===== config.mk =====
export PLATFORM = sky130hd
export DESIGN_NAME = fpu_issue_queue
export DESIGN_NICKNAME = d
export VERILOG_FILES = /design/src/rtl/fpu_issue_queue.sv
export SDC_FILE = /design/constraint.sdc
export NUM_CORES = 1
export LEC_CHECK = 0
export ABC_AREA = 1
export ABC_CLOCK_PERIOD_IN_PS = 3200
export CORE_MARGIN = 2
export CORE_UTILIZATION = 40
export CTS_BUF_LIST = sky130_fd_sc_hd__clkbuf_8
export DETAILED_ROUTE_END_ITERATION = 16
export DONT_BUFFER_PORTS = 1
export GPL_TIMING_DRIVEN = 0
export HOLD_SLACK_MARGIN = 0.1
export PLACE_DENSITY = 0.63
export SYNTH_ARGS = -nofsm -noshare
export SYNTH_HDL_FRONTEND = slang
export SYNTH_SLANG_ARGS = --single-unit

===== constraint.sdc =====
create_clock -name ck -period 3.2 [get_ports ck]
set_clock_uncertainty 0.2 [all_clocks]
set_input_delay 0.64 -clock ck [delete_from_list [all_inputs] [get_ports ck]]
set_output_delay 0.64 -clock ck [all_outputs]
set_load 0.02 [all_outputs]

===== src/rtl/fpu_issue_queue.sv =====
// In-order issue queue between the core offload interface and the FPU model.
// Holds accepted FP instructions until committed (dispatched) or killed (dropped).
module fpu_issue_queue #(
    parameter int unsigned DEPTH      = 4,
    parameter int unsigned X_ID_WIDTH = 4,
    parameter int unsigned XLEN       = 32
) (
    input  logic                    ck,
    input  logic                    rst_n,
    input  logic                    issue_valid,
    output logic                    issue_ready,
    input  logic [31:0]             issue_instr,
    input  logic [X_ID_WIDTH-1:0]   issue_id,
    input  logic [XLEN-1:0]         issue_rs0,
    output logic                    issue_accept,
    input  logic                    commit_valid,
    input  logic [X_ID_WIDTH-1:0]   commit_id,
    input  logic                    commit_kill,
    input  logic                    fpu_full,
    output logic                    fpu_enable,
    output logic [31:0]             fpu_instr,
    output logic [X_ID_WIDTH-1:0]   fpu_id,
    output logic [XLEN-1:0]         fpu_xreg_data,
    output logic [$clog2(DEPTH):0]  count
);

    localparam int unsigned PW = $clog2(DEPTH);
    localparam int unsigned CW = PW + 1;

    typedef struct packed {
        logic [31:0]           instr;
        logic [X_ID_WIDTH-1:0] id;
        logic [XLEN-1:0]       rs0;
        logic                  committed;
        logic                  killed;
    } entry_t;

    entry_t                ent_q [DEPTH];
    entry_t                ent_d [DEPTH];
    logic [PW-1:0]         head_q, head_d;
    logic [PW-1:0]         tail_q, tail_d;
    logic [CW-1:0]         count_q, count_d;
    logic                  fpu_enable_q, fpu_enable_d;
    logic [31:0]           fpu_instr_q, fpu_instr_d;
    logic [X_ID_WIDTH-1:0] fpu_id_q, fpu_id_d;
    logic [XLEN-1:0]       fpu_xreg_q, fpu_xreg_d;

    logic                  push;
    logic                  pop;
    logic                  dispatch;
    logic                  not_empty;
    logic                  match_found;
    logic [PW-1:0]         match_idx;
    logic [PW-1:0]         scan_idx;
    logic                  match_new;
    entry_t                head_e;

    // Opcode decode of the offered instruction; FP load/store only for word width.
    always_comb begin
        issue_accept = 1'b0;
        case (issue_instr[6:0])
            7'b1010011,
            7'b1000011,
            7'b1000111,
            7'b1001011,
            7'b1001111: issue_accept = 1'b1;
            7'b0000111,
            7'b0100111: issue_accept = (issue_instr[14:12] == 3'b010);
            default:    issue_accept = 1'b0;
        endcase
    end

    assign issue_ready = (count_q != CW'(DEPTH));
    assign push        = issue_valid & issue_ready & issue_accept;

    // Oldest-first search for an occupied, still-pending entry with the commit id.
    always_comb begin
        match_found = 1'b0;
        match_idx   = head_q;
        scan_idx    = '0;
        for (int unsigned k = 0; k < DEPTH; k++) begin
            scan_idx = head_q + PW'(k);
            if (!match_found && (CW'(k) < count_q) &&
                (ent_q[scan_idx].id == commit_id) &&
                !ent_q[scan_idx].committed && !ent_q[scan_idx].killed) begin
                match_found = 1'b1;
                match_idx   = scan_idx;
            end
        end
    end

    // The entry being enqueued is the youngest candidate, so it only matches as a fallback.
    assign match_new = commit_valid & ~match_found & push & (issue_id == commit_id);

    assign head_e    = ent_q[head_q];
    assign not_empty = (count_q != '0);
    assign dispatch  = not_empty & head_e.committed & ~head_e.killed & ~fpu_full;
    assign pop       = dispatch | (not_empty & head_e.killed);

    // Next-state for storage, pointers, occupancy and dispatch outputs.
    always_comb begin
        ent_d        = ent_q;
        head_d       = head_q;
        tail_d       = tail_q;
        count_d      = count_q;
        fpu_enable_d = dispatch;
        fpu_instr_d  = fpu_instr_q;
        fpu_id_d     = fpu_id_q;
        fpu_xreg_d   = fpu_xreg_q;

        if (commit_valid && match_found) begin
            if (commit_kill) begin
                ent_d[match_idx].killed = 1'b1;
            end else begin
                ent_d[match_idx].committed = 1'b1;
            end
        end

        if (push) begin
            ent_d[tail_q].instr     = issue_instr;
            ent_d[tail_q].id        = issue_id;
            ent_d[tail_q].rs0       = issue_rs0;
            ent_d[tail_q].committed = match_new & ~commit_kill;
            ent_d[tail_q].killed    = match_new & commit_kill;
            tail_d                  = tail_q + PW'(1);
        end

        if (pop) begin
            head_d = head_q + PW'(1);
        end

        if (dispatch) begin
            fpu_instr_d = head_e.instr;
            fpu_id_d    = head_e.id;
            fpu_xreg_d  = head_e.rs0;
        end

        count_d = count_q + CW'(push) - CW'(pop);
    end

    always_ff @(posedge ck) begin
        if (!rst_n) begin
            for (int unsigned i = 0; i < DEPTH; i++) begin
                ent_q[i] <= '0;
            end
            head_q       <= '0;
            tail_q       <= '0;
            count_q      <= '0;
            fpu_enable_q <= 1'b0;
            fpu_instr_q  <= '0;
            fpu_id_q     <= '0;
            fpu_xreg_q   <= '0;
        end else begin
            ent_q        <= ent_d;
            head_q       <= head_d;
            tail_q       <= tail_d;
            count_q      <= count_d;
            fpu_enable_q <= fpu_enable_d;
            fpu_instr_q  <= fpu_instr_d;
            fpu_id_q     <= fpu_id_d;
            fpu_xreg_q   <= fpu_xreg_d;
        end
    end

    assign fpu_enable    = fpu_enable_q;
    assign fpu_instr     = fpu_instr_q;
    assign fpu_id        = fpu_id_q;
    assign fpu_xreg_data = fpu_xreg_q;
    assign count         = count_q;

endmodule


# == Word level (Yosys, flattened, before mapping) ==
# Index checks and enable logic that the tools add are counted.
# totals
elab_cells,157
reg_bits,356
output_inout_bits,74
# op_classes
mux,44
eq_ne,14
bitwise_logic,22
addsub,6
order_cmp,12
reduce_logical,32
# op_table
operator,n
280-bit bitwise mux,7
70-bit demux with 2-bit select,7
280-bit two-way mux,3
70-bit binary-select mux with 2-bit select,4
38-bit two-way mux,7
70-bit two-way mux,3
7-bit == test (second input constant),5
34-bit two-way mux,1
4-bit == test,5
3-bit greater-or-equal comparator (second input constant),6
1-bit logical AND,18
2-bit NOT with 3-bit output,6
1-bit AND,11
1-bit zero test,11
2-bit two-way mux,5
7-bit by 3-bit == test with 1-bit output (second input constant),1
7-bit by 6-bit == test with 1-bit output (second input constant),1
1-bit by 3-bit less-than comparator with 1-bit output (first input constant),2
2-bit by 3-bit less-than comparator with 1-bit output (first input constant),2
3-bit by 1-bit less-than comparator with 1-bit output (second input constant),2
1-bit two-way mux,6
5-bit OR reduction,1
2-bit by 1-bit adder with 2-bit output (second input constant),2
2-bit adder (second input constant),2
other kinds (9),12

# == Depth between registers and ports, before layout ==
# Gate-level depths: netlist of the first run.
# logic_depth
depth_word,41
mapped_depth,19
depth_no_buf,17

# == Worst setup path before layout of the first run ==
# Ideal clock, no wire load.
# synth_path
kind,reg-to-reg
from,register head_q[0]
to,register count_q[2] (netlist: count[2])
arrival_ns,2.626
setup_slack_ns,0.247
period_less_slack_ns,2.953
stages_incl_launch_ff,19
path_buffers,3
cell_sequence,dfxtp_1 > buf_6 > inv_6 > buf_4 > nand2_1 > nand3_1 > nand2_1 > or3b_1 > nor2_2 > buf_4 > a21oi_1 > inv_1 > ha_1 > inv_1 > ha_1 > inv_1 > fa_1 > xnor2_1 > nor2_1
# synth_via
elab_chain_cells,9
elab_cells_between_ends,11
# synth_lines
element,line,rtl
from (decl),40,"logic [PW-1:0] head_q, head_d;"
from (signal assigned),146,head_q <= '0;
from (signal assigned),155,head_q <= head_d;
2-bit NOT with 3-bit output (implied by the code) *,95,assign head_e = ent_q[head_q];
70-bit binary-select mux with 2-bit select *,95,
70-bit two-way mux (implied by the code) * (2 in a row),95,
1-bit AND / 1-bit NOT (equally long branches),97,assign dispatch = not_empty & head_e.committed & ~head_e.killed & ~fpu_full;
1-bit AND (2 in a row),97,
1-bit OR *,98,assign pop = dispatch | (not_empty & head_e.killed);
3-bit by 1-bit subtractor with 3-bit output *,138,count_d = count_q + CW'(push) - CW'(pop);
to (signal assigned),157,count_q <= count_d;
to (decl),42,"logic [CW-1:0] count_q, count_d;"
# Mark *: on every way between the ends. The rest lies on a longest branch, timed or not. The select of a mux whose other input is x is not followed.
# A chain may end at the register's enable or synchronous reset.

# == Worst setup path after layout of the first run ==
# Same ends and word-level chain as after synthesis.

==> impl_metrics.env, run 1 <==
export IMPL_start_kind="flip-flop"
export IMPL_p_sw_mw=2.23
export IMPL_relSlewSlack=0.373
export IMPL_hold_class="flip-flop to flip-flop"
export IMPL_outcome="complete, no violations"
export IMPL_period_share=0.966
export IMPL_synth_top_cells_by_area="dfxtp_1, o21ai_0, nor2_1"
export IMPL_critPathCaptureType="flip-flop"
export IMPL_design_area_um2=17900
export IMPL_cts_buffers=59
export IMPL_dpl_hpwl_mm=36.8
export IMPL_synth_seq_cells=356
export IMPL_ff_latch_area_um2=7130
export IMPL_ys_seq_area_frac=0.469
export IMPL_via_per_inst=5.38
export IMPL_nets=2360
export IMPL_cts_path_max_buffers=3
export IMPL_wl_mm=53.4
export IMPL_final_common_cell="nor2_1"
export IMPL_layout_drive_gt1_share=0.0724
export IMPL_grt_ovfl_total=0
export IMPL_finalSetupViolations=0
export IMPL_combinationalPowerShare=0.047
export IMPL_drv_cap=0
export IMPL_synth_fp_nets=2228
export IMPL_grt_pass1_wl_mm=82.0
export IMPL_grt_pass1_vias=14619
export IMPL_reg2reg_slack_ns=0.11
export IMPL_peakVddDrop_v=0.000449
export IMPL_synth_cell_types=37
export IMPL_post_drt_wl_per_cell_um=18.8
export IMPL_power_frac_seq=0.483
export IMPL_clock_root_buffer="clkbuf_8"
export IMPL_drc=0
export IMPL_yosysWarningCount=0
export IMPL_hold_depth=2
export IMPL_whs_ns=0.250
export IMPL_cp_required_ns=3.53
export IMPL_syn_area_per_cell_um2=7.10
export IMPL_critical_path_arrival_ns=3.42
export IMPL_insertion_delay_ns=0.68
export IMPL_powerDensity_nw_per_um2=516
export IMPL_netlist_area_um2=15200
export IMPL_layout_common_cells="nor2_1, o21ai_0, dfxtp_1"
export IMPL_hold_viol=0
export IMPL_rsz0062_at_grt="true"
export IMPL_place_area_um2=15800
export IMPL_synth_edf_count=0
export IMPL_die_h_um=199
export IMPL_multi_input_area_um2=6860
export IMPL_internal_power_mw=7.03
export IMPL_min_period_ns=3.09
export IMPL_cts_tree="yes"
export IMPL_r2r_cells=17
export IMPL_cp_max_fo=10
export IMPL_max_freq_mhz=324
export IMPL_dr_pass1_iters=6
export IMPL_async_flop_share=0
export IMPL_row_count=71
export IMPL_drv_slew=0
export IMPL_htreeDepth=2
export IMPL_via_count=15277
export IMPL_synthCells=2141
export IMPL_hp_start="ent_q[69]"
export IMPL_worstSetupPathType="flip-flop to flip-flop"
export IMPL_clk_pin_slew_ns=0.06
export IMPL_finalSetupTns_ns=0
export IMPL_rr_endpoint="count[2]"
export IMPL_grt_max_degree=17
export IMPL_ant_nets=0
export IMPL_pwr_share_clk=0.470
export IMPL_drtIter0Drc=1338
export IMPL_die_w_um=199
export IMPL_coreArea_um2=37600
export IMPL_track_usage=0.270
export IMPL_gp_congestion=0.875
export IMPL_initial_core_util=0.405
export IMPL_dieArea_um2=39600
export IMPL_p_leak_nw=6.75
export IMPL_area_delta_synth_final_pct=17.9
export IMPL_numClockSinks=356
export IMPL_worstHoldEndpoint="ent_q[69]"
export IMPL_synth_top_cell_by_area="dfxtp_1"
export IMPL_antenna_found_initial=5
export IMPL_worstMarginPinSlew_ns=0.940
export IMPL_rr_startpoint="head_q[0]"
export IMPL_nFillCells=3863
export IMPL_swShare=0.241
export IMPL_synth_top_area_share=0.469
export IMPL_synth_flop_cell="dfxtp_1"
export IMPL_ioPinCount=152
export IMPL_port_buffers=0
==> per-layer routing <==
layer	up-vias	GRT usage	share of wire
met5	-	0	0
met4	0	0.112	0.034
met3	128	0.0566	0.081
met2	629	0.446	0.46
met1	7189	0.342	0.42
li1	7331	-	-
==> metrics by stage <==
stage | cells | util | power (mW) | setup slack (ns)
global placement | 2652 | 0.422 | 4.88 | -0.515
finish | 2839 | 0.477 | 9.25 | 0.109
CTS | 2830 | 0.475 | 9.30 | 0.00798
global route | 2838 | 0.477 | 9.56 | -0.0350
detailed placement | 2652 | 0.422 | 4.89 | -0.596
floorplan | 2141 | - | 4.79 | 0.247
==> how the worst max path moves through the flow <==
stage,from,end,cells past startpoint
after CTS,head_q[0],count[2],17
after detailed placement,issue_instr[3],ent_q[49],11
final,head_q[0],count[2],17
after floorplan,head_q[0],count[2],18
after global routing,head_q[0],count[2],17
after global placement,issue_instr[3],ent_q[36],11
==> what timing repair did <==
item / CTS / global route
resized for setup: 12 / 10
hold buffers: 69 / 0
buffers inserted: 1 / 3
pin swaps: 2 / 1
endpoints found under the hold margin: 274 / 0
setup endpoints to repair: 82 / 32
==> critical path, cell delays in order, from the launching register on <==
cell,delay (ns)
dfxtp_1,0.32
buf_6,0.17
buf_8,0.16
nand2_1,0.05
nand3_1,0.09
nand2_1,0.09
or3b_4,0.39
nor2_4,0.17
buf_12,0.15
a21oi_4,0.05
inv_1,0.06
ha_1,0.21
inv_1,0.05
ha_1,0.13
inv_1,0.05
fa_1,0.40
xnor2_1,0.15
nor2_1,0.05
==> cell usage after synthesis (2+ instances only) <==
cell type and instances:
a31oi_1 2, ha_1 8, nand2_2 3, o22ai_1 28, o21ai_1 2, clkbuf_1 112
nand2_4 6, buf_2 24, a22oi_1 2, inv_1 135, dfxtp_1 356, o21ai_0 372
nand2_1 276, a21oi_1 152, nor2_2 3, xnor2_1 4, buf_1 6, o211ai_1 2
nand3_2 3, o21a_1 2, nand4_1 42, nand3_1 138, a21oi_2 3, inv_2 6
buf_4 9, buf_6 5, nor2_1 430
==> power by group through the flow <==
stage	registers, mW	clock network (mW)	logic (mW)
after CTS	4.47	4.40	0.422
after floorplan	4.57	0	0.220
final	4.47	4.35	0.431
after detailed placement	4.57	0	0.316
after global placement	4.57	0	0.311
after global routing	4.47	4.61	0.478
==> logic make-up (layout without fill, tap and decap cells) <==
logic type               count (synthesis)  in the layout  share of synthesized area
AO/OA/AOI/OAI                          567            567                      0.191
flip-flops                             356            356                      0.469
other                                    0              6                          0
buffers and inverters                  299            480                     0.0810
XOR/XNOR                                 5              5                    0.00288
AND/OR/NAND/NOR                        905            905                      0.248
adder cells (fa/ha/maj)                  9              9                    0.00790
==> layout make-up <==
class,instances,share of cell area
flip-flops and latches,356,0.398
multi-input cells,1486,0.383
clock buffers,81,0.0622
repair buffers,73,0.0402
plain buffers,154,0.0394
well taps,511,0.0357
inverters,143,0.0304
clock inverters,29,0.0105
diodes,6,0.000838
==> registers in the layout, indices dropped and copies added (netlist names) <==
name / count
ent_q: 280
count: 3
fpu_enable: 1
fpu_id: 4
tail_q: 2
fpu_instr: 32
head_q: 2
fpu_xreg_data: 32
Note: power is estimated with default switching activity, not from simulation.
==> run 2, diff against run 1 <==
- SLEW_MARGIN: unset -> 40
==> run 2 against run 1 <==
Final area about the same; maximum frequency up 0.10%; die area unchanged; sequential cell count unchanged; worst setup slack better by 0.0031 ns; power about the same; clock power about the same; combinational power about the same; sequential share of layout area about the same; core utilization about the same; non-clock buffer count unchanged; first-iteration DRC count down 0.67%.
==> impl_metrics.env, run 2 (synthesis results as in run 1) <==
export IMPL_crit_buf_inv=6
export IMPL_setup_slack_ns=0.112
export IMPL_die_h_um=199
export IMPL_port_buffers=0
export IMPL_via_per_inst=5.37
export IMPL_finalSetupViolations=0
export IMPL_min_period_ns=3.09
export IMPL_cts_buffers=59
export IMPL_start_kind="flip-flop"
export IMPL_grt_pass1_wl_mm=82.0
export IMPL_nets=2360
export IMPL_drtIter0Drc=1329
export IMPL_grt_max_degree=17
export IMPL_relSlewSlack=0.476
export IMPL_gp_congestion=0.875
export IMPL_coreArea_um2=37600
export IMPL_path_cells="buf_6 > buf_8 > nand2_1 > nand3_1 > nand2_1 > or3b_4 > nor2_4 > buf_12 > a21oi_4 > inv_1 > ha_1 > inv_1 > ha_1 > inv_1 > fa_1 > xnor2_1 > nor2_1"
export IMPL_reg2reg_slack_ns=0.11
export IMPL_die_w_um=199
export IMPL_r2r_cells=17
export IMPL_track_usage=0.270
export IMPL_finalSetupTns_ns=0
export IMPL_clk_pin_slew_ns=0.06
export IMPL_drc=0
export IMPL_wl_mm=53.4
export IMPL_ff_latch_area_um2=7130
export IMPL_layout_common_cells="nor2_1, o21ai_0, dfxtp_1"
export IMPL_rr_startpoint="head_q[0]"
export IMPL_rsz0062_at_grt="true"
export IMPL_critPathCaptureType="flip-flop"
export IMPL_dieArea_um2=39600
export IMPL_cts_path_max_buffers=3
export IMPL_peakVddDrop_v=0.000449
export IMPL_outcome="complete, no violations"
export IMPL_p_leak_nw=6.76
export IMPL_via_count=15262
export IMPL_ant_nets=0
export IMPL_final_common_cell="nor2_1"
export IMPL_dpl_hpwl_mm=36.8
export IMPL_numClockSinks=356
export IMPL_grt_pass1_vias=14619
export IMPL_place_inst=2652
export IMPL_whs_ns=0.250
export IMPL_crit_family="simple AND/OR/NAND/NOR gates"
export IMPL_cts_tree="yes"
export IMPL_p_total_mw=9.25
export IMPL_slowest_delay_ns=0.40
export IMPL_powerDensity_nw_per_um2=516
export IMPL_period_share=0.965
export IMPL_row_count=71
export IMPL_multi_input_area_um2=6860
export IMPL_worstHoldEndpoint="ent_q[124]"
export IMPL_rr_endpoint="count[2]"
export IMPL_regMostFlops="ent_q"
export IMPL_post_drt_wl_per_cell_um=18.8
export IMPL_area_delta_synth_final_pct=17.9
export IMPL_critical_path_arrival_ns=3.43
export IMPL_cp_max_fo=10
export IMPL_drv_slew=0
export IMPL_clock_root_buffer="clkbuf_8"
export IMPL_cp_slowest_cell="fa_1"
export IMPL_hp_start="ent_q[124]"
export IMPL_max_freq_mhz=324
export IMPL_layout_drive_gt1_share=0.0728
export IMPL_hold_class="flip-flop to flip-flop"
export IMPL_htreeDepth=2
export IMPL_cp_required_ns=3.54
export IMPL_grt_ovfl_total=0
export IMPL_hold_depth=2
export IMPL_path_common_cell="inv_1"
export IMPL_dr_pass1_iters=5
export IMPL_worstSetupPathType="flip-flop to flip-flop"
export IMPL_final_cells=2842
export IMPL_drv_cap=0
export IMPL_worstMarginPinSlew_ns=0.786
export IMPL_initial_core_util=0.405
export IMPL_dp_slack_ns=-0.596
export IMPL_nFillCells=3862
export IMPL_antenna_found_initial=5
export IMPL_largest_reg_flops=280
export IMPL_ioPinCount=152
export IMPL_hold_viol=0
export IMPL_insertion_delay_ns=0.68
[run 2: worst max-delay path by stage]
stage                   startpoint         to  slack [ns]  cells after the start
global route             head_q[0]   count[2]       -0.04                     17
floorplan                head_q[0]   count[2]        0.25                     18
detailed placement  issue_instr[3]  ent_q[49]       -0.60                     11
finish                   head_q[0]   count[2]        0.11                     17
global placement    issue_instr[3]  ent_q[36]       -0.52                     11
CTS                      head_q[0]   count[2]       0.008                     17
[run 2: what timing repair did]
action	CTS	global route
gates resized for setup	12	10
setup buffers	1	3
pin swaps	2	1
hold endpoints to repair	274	0
hold buffers	69	0
setup endpoints to repair	82	32
[run 2: worst min-delay path: stages, from the launching register on]
cell     delay (ns)
dfxtp_1        0.30
inv_1          0.05
a21oi_1        0.05
[run 2: layout make-up]
class                      instances  area share
buffer                           154      0.0394
inverter                         143      0.0304
clock inverter                    29      0.0105
timing repair buffer              73      0.0402
antenna                            9     0.00126
sequential                       356       0.398
multi-input combinational       1486       0.383
clock buffer                      81      0.0622
tap                              511      0.0357
[run 2: power breakdown]
part,switching (mW),internal [mW],total (mW)
Combinational,0.279,0.151,0.430
Clock,1.93,2.42,4.35
Sequential,0.0157,4.46,4.47
Total,2.23,7.03,9.25
[run 2: per-layer routing]
layer / part of all wire / track usage / routed length, µm / vias up
met5: 0 / 0 / 0 / -
met4: 0.033 / 0.112 / 1760 / 0
met3: 0.083 / 0.0566 / 4440 / 121
met2: 0.47 / 0.446 / 24900 / 639
met1: 0.42 / 0.342 / 22400 / 7174
li1: - / - / - / 7328
[run 2: metrics by stage]
step,instance area [µm²],util
after floorplan,15200,-
after global placement,15800,0.422
after global routing,17900,0.477
after detailed placement,15800,0.422
final,17900,0.477
after CTS,17900,0.475
